--- src/rtl/cp0_regfile_if.sv ---
// cp0_regfile_if: the pipeline-facing bundle of the CP0 register file.
//   master : the M-stage pipeline side. It drives the mfc0/mtc0 fields, the
//            PC and BD of the instruction in M, its final ExcCode, the
//            hardware interrupt lines and the eret clear. It receives the
//            exception request, the handler address, EPC and the mfc0 data.
//   slave  : the CP0 register file side, with the opposite directions.
// Handshake: the bus carries no valid/ready pair. Every input is qualified
// by its own strobe (WE, EXLClr, ExcCode != 0). IntReq is a combinational
// response in the same cycle. The register side effects of a request land
// on the next rising edge of clk.
interface cp0_regfile_if;
   logic [4:0]  A1;
   logic [4:0]  A2;
   logic [31:0] DIn;
   logic        WE;
   logic [31:0] PC;
   logic        BD;
   logic [6:2]  ExcCode;
   logic [7:2]  HWInt;
   logic        EXLClr;
   logic        IntReq;
   logic [31:0] HandlerPC;
   logic [31:0] EPC;
   logic [31:0] DOut;

   modport master (
      output A1, A2, DIn, WE, PC, BD, ExcCode, HWInt, EXLClr,
      input  IntReq, HandlerPC, EPC, DOut
   );

   modport slave (
      input  A1, A2, DIn, WE, PC, BD, ExcCode, HWInt, EXLClr,
      output IntReq, HandlerPC, EPC, DOut
   );
endinterface

--- src/rtl/cp0_regfile.sv ---
// cp0_regfile: Coprocessor-0 register file with an exception/interrupt
// arbiter. It sits after the M-stage exception checker.
// Ports:
//   clk    : system clock. All state updates happen on its rising edge.
//   reset  : synchronous, active-high reset. It clears SR, Cause and EPC.
//   bus    : cp0_regfile_if.slave, which carries these signals:
//            A1/DOut     - mfc0 read port, combinational.
//            A2/DIn/WE   - mtc0 write port.
//            PC/BD       - PC and branch-delay flag of the instruction in M.
//            ExcCode     - final exception code for M. A value of 0 means none.
//            HWInt       - external interrupt lines.
//            EXLClr      - eret in M.
//            IntReq      - take an exception this cycle. It flushes the
//                          pipeline and redirects fetch to HandlerPC.
//            HandlerPC   - constant exception entry address.
//            EPC         - current EPC value, used as the eret target.
// Registers: SR(12), Cause(13), EPC(14) and PrID(15). Any other number
// reads as 0.
module cp0_regfile #(
   parameter logic [31:0] PRID         = 32'h4C57_0001,
   parameter logic [31:0] HANDLER_ADDR = 32'h0000_4180
) (
   input logic          clk,
   input logic          reset,
   cp0_regfile_if.slave bus
);

   logic [5:0]  sr_im;
   logic        sr_exl;
   logic        sr_ie;
   logic        cause_bd;
   logic [5:0]  cause_ip;
   logic [4:0]  cause_exc;
   logic [31:2] epc_q;

   logic        int_req;
   logic        exc_req;
   logic        take;
   logic [4:0]  rec_code;
   logic [31:2] epc_next;
   logic [31:0] sr_word;
   logic [31:0] cause_word;

   // EXL masks every new request, so nested exceptions cannot occur.
   assign int_req  = (|(bus.HWInt & sr_im)) & sr_ie & ~sr_exl;
   assign exc_req  = (bus.ExcCode != 5'd0) & ~sr_exl;
   assign take     = int_req | exc_req;
   // An interrupt takes priority over a synchronous exception and records code 0.
   assign rec_code = int_req ? 5'd0 : bus.ExcCode;
   // EPC points at the branch when M is in a delay slot. The subtraction wraps
   // modulo 2^32. Only bits [31:2] are stored, so subtracting 4 is subtracting
   // 1 from PC[31:2].
   assign epc_next = bus.BD ? (bus.PC[31:2] - 30'd1) : bus.PC[31:2];

   assign sr_word    = {16'd0, sr_im, 8'd0, sr_exl, sr_ie};
   assign cause_word = {cause_bd, 15'd0, cause_ip, 3'd0, cause_exc, 2'd0};

   assign bus.IntReq    = take;
   assign bus.HandlerPC = HANDLER_ADDR;
   assign bus.EPC       = {epc_q, 2'b00};

   // mfc0 returns the value held before the edge. A write made in the same
   // cycle is not bypassed to the read port.
   always_comb begin
      bus.DOut = 32'd0;
      case (bus.A1)
         5'd12:   bus.DOut = sr_word;
         5'd13:   bus.DOut = cause_word;
         5'd14:   bus.DOut = {epc_q, 2'b00};
         5'd15:   bus.DOut = PRID;
         default: bus.DOut = 32'd0;
      endcase
   end

   always_ff @(posedge clk) begin
      if (reset) begin
         sr_im     <= 6'd0;
         sr_exl    <= 1'b0;
         sr_ie     <= 1'b0;
         cause_bd  <= 1'b0;
         cause_ip  <= 6'd0;
         cause_exc <= 5'd0;
         epc_q     <= 30'd0;
      end else begin
         // IP mirrors the interrupt lines. mtc0 cannot write it.
         cause_ip <= bus.HWInt;
         if (take) begin
            // Exception entry wins over a write or eret in the same cycle.
            sr_exl    <= 1'b1;
            cause_bd  <= bus.BD;
            cause_exc <= rec_code;
            epc_q     <= epc_next;
         end else begin
            if (bus.WE) begin
               case (bus.A2)
                  5'd12: begin
                     sr_im  <= bus.DIn[15:10];
                     sr_exl <= bus.DIn[1];
                     sr_ie  <= bus.DIn[0];
                  end
                  5'd14:   epc_q <= bus.DIn[31:2];
                  default: ;
               endcase
            end
            if (bus.EXLClr) sr_exl <= 1'b0;
         end
      end
   end

endmodule

--- src/flat_wrapper.sv ---
// flat-port wrapper written by rule: the top's interface ports become plain ports
module cp0_regfile_flat 
#(
   parameter logic [31:0] PRID         = 32'h4C57_0001,
   parameter logic [31:0] HANDLER_ADDR = 32'h0000_4180
)
  (clk, reset, bus_A1, bus_A2, bus_DIn, bus_WE, bus_PC, bus_BD, bus_ExcCode, bus_HWInt, bus_EXLClr, bus_IntReq, bus_HandlerPC, bus_EPC, bus_DOut);
  cp0_regfile_if bus_i ();
  input logic clk;
  input logic reset;
  input wire logic [$bits(bus_i.A1)-1:0] bus_A1;
  input wire logic [$bits(bus_i.A2)-1:0] bus_A2;
  input wire logic [$bits(bus_i.DIn)-1:0] bus_DIn;
  input wire logic [$bits(bus_i.WE)-1:0] bus_WE;
  input wire logic [$bits(bus_i.PC)-1:0] bus_PC;
  input wire logic [$bits(bus_i.BD)-1:0] bus_BD;
  input wire logic [$bits(bus_i.ExcCode)-1:0] bus_ExcCode;
  input wire logic [$bits(bus_i.HWInt)-1:0] bus_HWInt;
  input wire logic [$bits(bus_i.EXLClr)-1:0] bus_EXLClr;
  output wire logic [$bits(bus_i.IntReq)-1:0] bus_IntReq;
  output wire logic [$bits(bus_i.HandlerPC)-1:0] bus_HandlerPC;
  output wire logic [$bits(bus_i.EPC)-1:0] bus_EPC;
  output wire logic [$bits(bus_i.DOut)-1:0] bus_DOut;
  assign bus_i.A1 = bus_A1;
  assign bus_i.A2 = bus_A2;
  assign bus_i.DIn = bus_DIn;
  assign bus_i.WE = bus_WE;
  assign bus_i.PC = bus_PC;
  assign bus_i.BD = bus_BD;
  assign bus_i.ExcCode = bus_ExcCode;
  assign bus_i.HWInt = bus_HWInt;
  assign bus_i.EXLClr = bus_EXLClr;
  assign bus_IntReq = bus_i.IntReq;
  assign bus_HandlerPC = bus_i.HandlerPC;
  assign bus_EPC = bus_i.EPC;
  assign bus_DOut = bus_i.DOut;
  cp0_regfile #(.PRID(PRID), .HANDLER_ADDR(HANDLER_ADDR)) u_core (.clk(clk), .reset(reset), .bus(bus_i));
endmodule
--- config.mk ---
export PLATFORM = sky130hd
export DESIGN_NAME = cp0_regfile_flat
export DESIGN_NICKNAME = d
export VERILOG_FILES = /design/src/rtl/cp0_regfile_if.sv /design/src/rtl/cp0_regfile.sv /design/src/flat_wrapper.sv
export SDC_FILE = /design/constraint.sdc
export NUM_CORES = 1
export LEC_CHECK = 0
export ABC_AREA = 1
export BUFFER_PORTS_ARGS = -buffer_cell sky130_fd_sc_hd__buf_2
export CORE_UTILIZATION = 40
export DETAILED_ROUTE_END_ITERATION = 16
export GPL_TIMING_DRIVEN = 1
export MAX_ROUTING_LAYER = met4
export PLACE_DENSITY = 0.71
export SLEW_MARGIN = 20
export SYNTH_ARGS = -nofsm -noshare
export SYNTH_HDL_FRONTEND = slang
export SYNTH_SLANG_ARGS = --single-unit
--- constraint.sdc ---
create_clock -name clk -period 1.3 [get_ports clk]
set_input_delay 0.13 -clock clk [delete_from_list [all_inputs] [get_ports clk]]
set_output_delay 0.13 -clock clk [all_outputs]
set_load 0.01 [all_outputs]
==> qor.yml <==
fill_cells: 873
hold_violations: 0
power.density_nw_per_um2: 751.1
gr-total-overflow: 0
syn_avg_cell_area_sq_um: 6.145
synth_top_area_cell: "dfxtp_1"
violations: "negative setup slack"
core_sq_um: 9196
drive_above_1_share_pct: 42.45
crit_fanout: 6
fin_hold_ws_ns: 0.03105
dp_slack_ns: -0.2179
ios: 187
netlist.area_leader.share_pct: 26.36
wl_mm: 13.27
hold_depth: 3
rrSetupSlack_ns: -0.19
end_kind: "output port"
hpwl_mm: 10.37
post-route-min-period_ns: 1.521
max-clock-path-buffers: 2
multiInputGateArea_sq_um: 2519
place_congestion: 0.9728
dr_total_vias: 4696
yosys_warnings: 0
setup_viol: 60
rows: 35
ys_top_cells_by_area: "dfxtp_1 (26%), nand2_1 (19%), nor2_1 (8.7%)"
port_buffers: 150
grt_pass1_wl_mm: 21.24
hold_path_class: "primary input to flip-flop"
cts_tree: "yes"
r2r_start: "u_core.sr_im[2]"
vias_per_cell: 4.897
hp-start: "bus_HWInt[3]"
fin_nets: 938
final_util_pct: 62.00
startpoint_type: "flip-flop"
grt_setup_unrepaired: "true"
htree_levels: 2
clk_latency_ns: 0.31
synth_area_sq_um: 3797
root_buffer: "clkbuf_8"
final-seq-area_sq_um: 1005
ys.flop_type: "dfxtp_1"
cts_num_sinks: 50
async_flop_share_pct: 0
drc_errors: 0
r2r_end: "u_core.epc_q[31]"
leakage_nw: 3.009
start_util_pct: 41.29
outcome: "finished, violations left"
ys_seq_elements: 50
drtIter0Drc: 151
clock.fmax_ghz: 0.6573
grt_max_degree: 22
dpl.cell_count: 942
numCtsBuffers: 5
peakVddDrop_v: 0.0004743
drv_slew: 0
antenna_cells: 0
fin_crit_sh_pct: 117.0
synth.distinct_cells: 39
dieArea_sq_um: 9887
hold_buffers: 0
die_width_um: 99.44
die_y_um: 99.44
required_ns: 1.17
worstSetupPathType: "flip-flop to output port"
antenna_found_initial: 0
wl_per_cell_um: 13.84
grt_pass1_vias: 4450
synth_edf_count: 0
clock_skew_ns: 0.01023
cap_viol_max_count: 0
clkTransAtPathRegs_ns: 0.10
first_pass_iters: 4
cp.arrival_ns: 1.39
hold-path-endpoint: "u_core.cause_ip[3]"
syn2layout_area_growth_pct: 50.15
yosysSeqAreaShare_pct: 26.36
r2r_cells: 11
fin_ws_ns: -0.2214
gr-usage-all-layers_pct: 27.71
fin_cells: 959
syn-instance-count: 618
ant_nets: 0
## layout by cell type (no fill, tap or decap), types with 2 or more instances in the layout
cell type / n
nand2_1: 175
nor2_4: 16
buf_6: 18
nor3_1: 4
nand2_2: 21
o21ai_1: 15
conb_1: 34
o21ai_0: 8
clkbuf_8: 6
a22o_1: 5
nand4_1: 8
nand3_1: 21
nand2_4: 3
dfxtp_2: 3
o21ai_2: 4
xnor2_1: 2
nand3b_1: 2
nor2_2: 19
nor2_1: 75
buf_4: 79
a21oi_2: 14
inv_1: 52
inv_4: 2
buf_12: 7
a31oi_1: 7
dfxtp_1: 47
a21oi_1: 16
inv_2: 10
nand3_2: 8
buf_2: 138
xor2_1: 10
## routing by layer
layer,up-vias,track usage [%],wire (um)
met2,193,47.65,6469
met5,-,-,0
met1,2153,33.94,5615
met4,0,7.692,316
li1,2323,-,-
met3,27,3.795,869
## registers in the layout, indices dropped and copies added, names as in the netlist
name	flops
u_core.sr_exl	1
u_core.cause_bd	1
u_core.cause_exc	5
u_core.sr_ie	1
u_core.epc_q	30
u_core.sr_im	6
u_core.cause_ip	6
## worst max-delay path by stage
| stage | from | to | slack [ns] | cells past startpoint |
|---|---|---|---|---|
| final | u_core.sr_im[2] | bus_IntReq | -0.22 | 8 |
| after floorplan | u_core.sr_im[0] | u_core.epc_q[3] | 0.008 | 9 |
| after detailed placement | u_core.sr_im[0] | u_core.epc_q[15] | -0.22 | 10 |
| after global routing | u_core.sr_im[2] | u_core.epc_q[12] | -0.31 | 11 |
| after global placement | u_core.sr_im[2] | u_core.epc_q[15] | -0.18 | 10 |
| after CTS | u_core.sr_im[2] | bus_IntReq | -0.23 | 8 |
## where the power goes
| group | leakage, nW | internal (mW) | switching (mW) |
|---|---|---|---|
| combinational | 2.53 | 0.587 | 0.743 |
| clock | 0.0618 | 0.634 | 0.571 |
| sequential | 0.416 | 1.65 | 0.0982 |
## synthesized netlist by cell type (7+ instances only)
cell type	number
nor2_1	88
inv_1	56
o21ai_1	9
nand4_1	8
nand2_2	7
buf_2	7
nor2_2	12
buf_4	38
inv_2	8
o21ai_0	17
nand2_1	192
nand3_1	26
a31oi_1	8
dfxtp_1	50
a21oi_1	25
nor2_4	9
xor2_1	10
clkbuf_1	8
## kinds of logic (layout without fill, tap and decap cells)
family,count (synthesis),after routing,synth area share (%)
and+or+nand+nor,358,359,42.47
buffers and inverters,120,317,16.24
AOI/OAI and AO/OA,75,75,11.63
DFF,50,50,26.36
xor gates and xnor gates,12,12,2.768
other,2,34,0.1978
adders and majority gates,1,1,0.3294
## critical path, cell delays in order (launching register included)
cell	delay (ns)
dfxtp_2	0.34
nand2_1	0.05
nand2_1	0.05
a21oi_2	0.13
nand2_2	0.08
nand3_4	0.10
nand2_8	0.09
buf_6	0.13
buf_6	0.11
## per-stage QoR
step | TNS [ns] | cell area, sq um | total power, mW
floorplan | 0 | 3918 | 2.403
global placement | -5.137 | 5136 | 2.903
finish | -6.673 | 5702 | 4.283
global route | -12.77 | 5702 | 4.484
detailed placement | -6.877 | 5136 | 2.921
CTS | -7.177 | 5450 | 4.193
## layout make-up
| type | instances | area share, % |
|---|---|---|
| multi-input cells | 481 | 44.17 |
| repair buffers | 244 | 29.27 |
| flip-flops and latches | 50 | 17.62 |
| inverters | 65 | 4.367 |
| well taps | 111 | 2.436 |
| clock buffers | 6 | 1.448 |
| clock inverters | 2 | 0.6803 |
## timing repair
item | 4_1_cts | 5_1_grt
resized for setup | 36 | 62
cloned | 3 | 0
endpoints found under the setup margin | 66 | 68
buffers inserted | 5 | 1
pin swaps | 31 | 19
(Power assumes the default switching activity.)
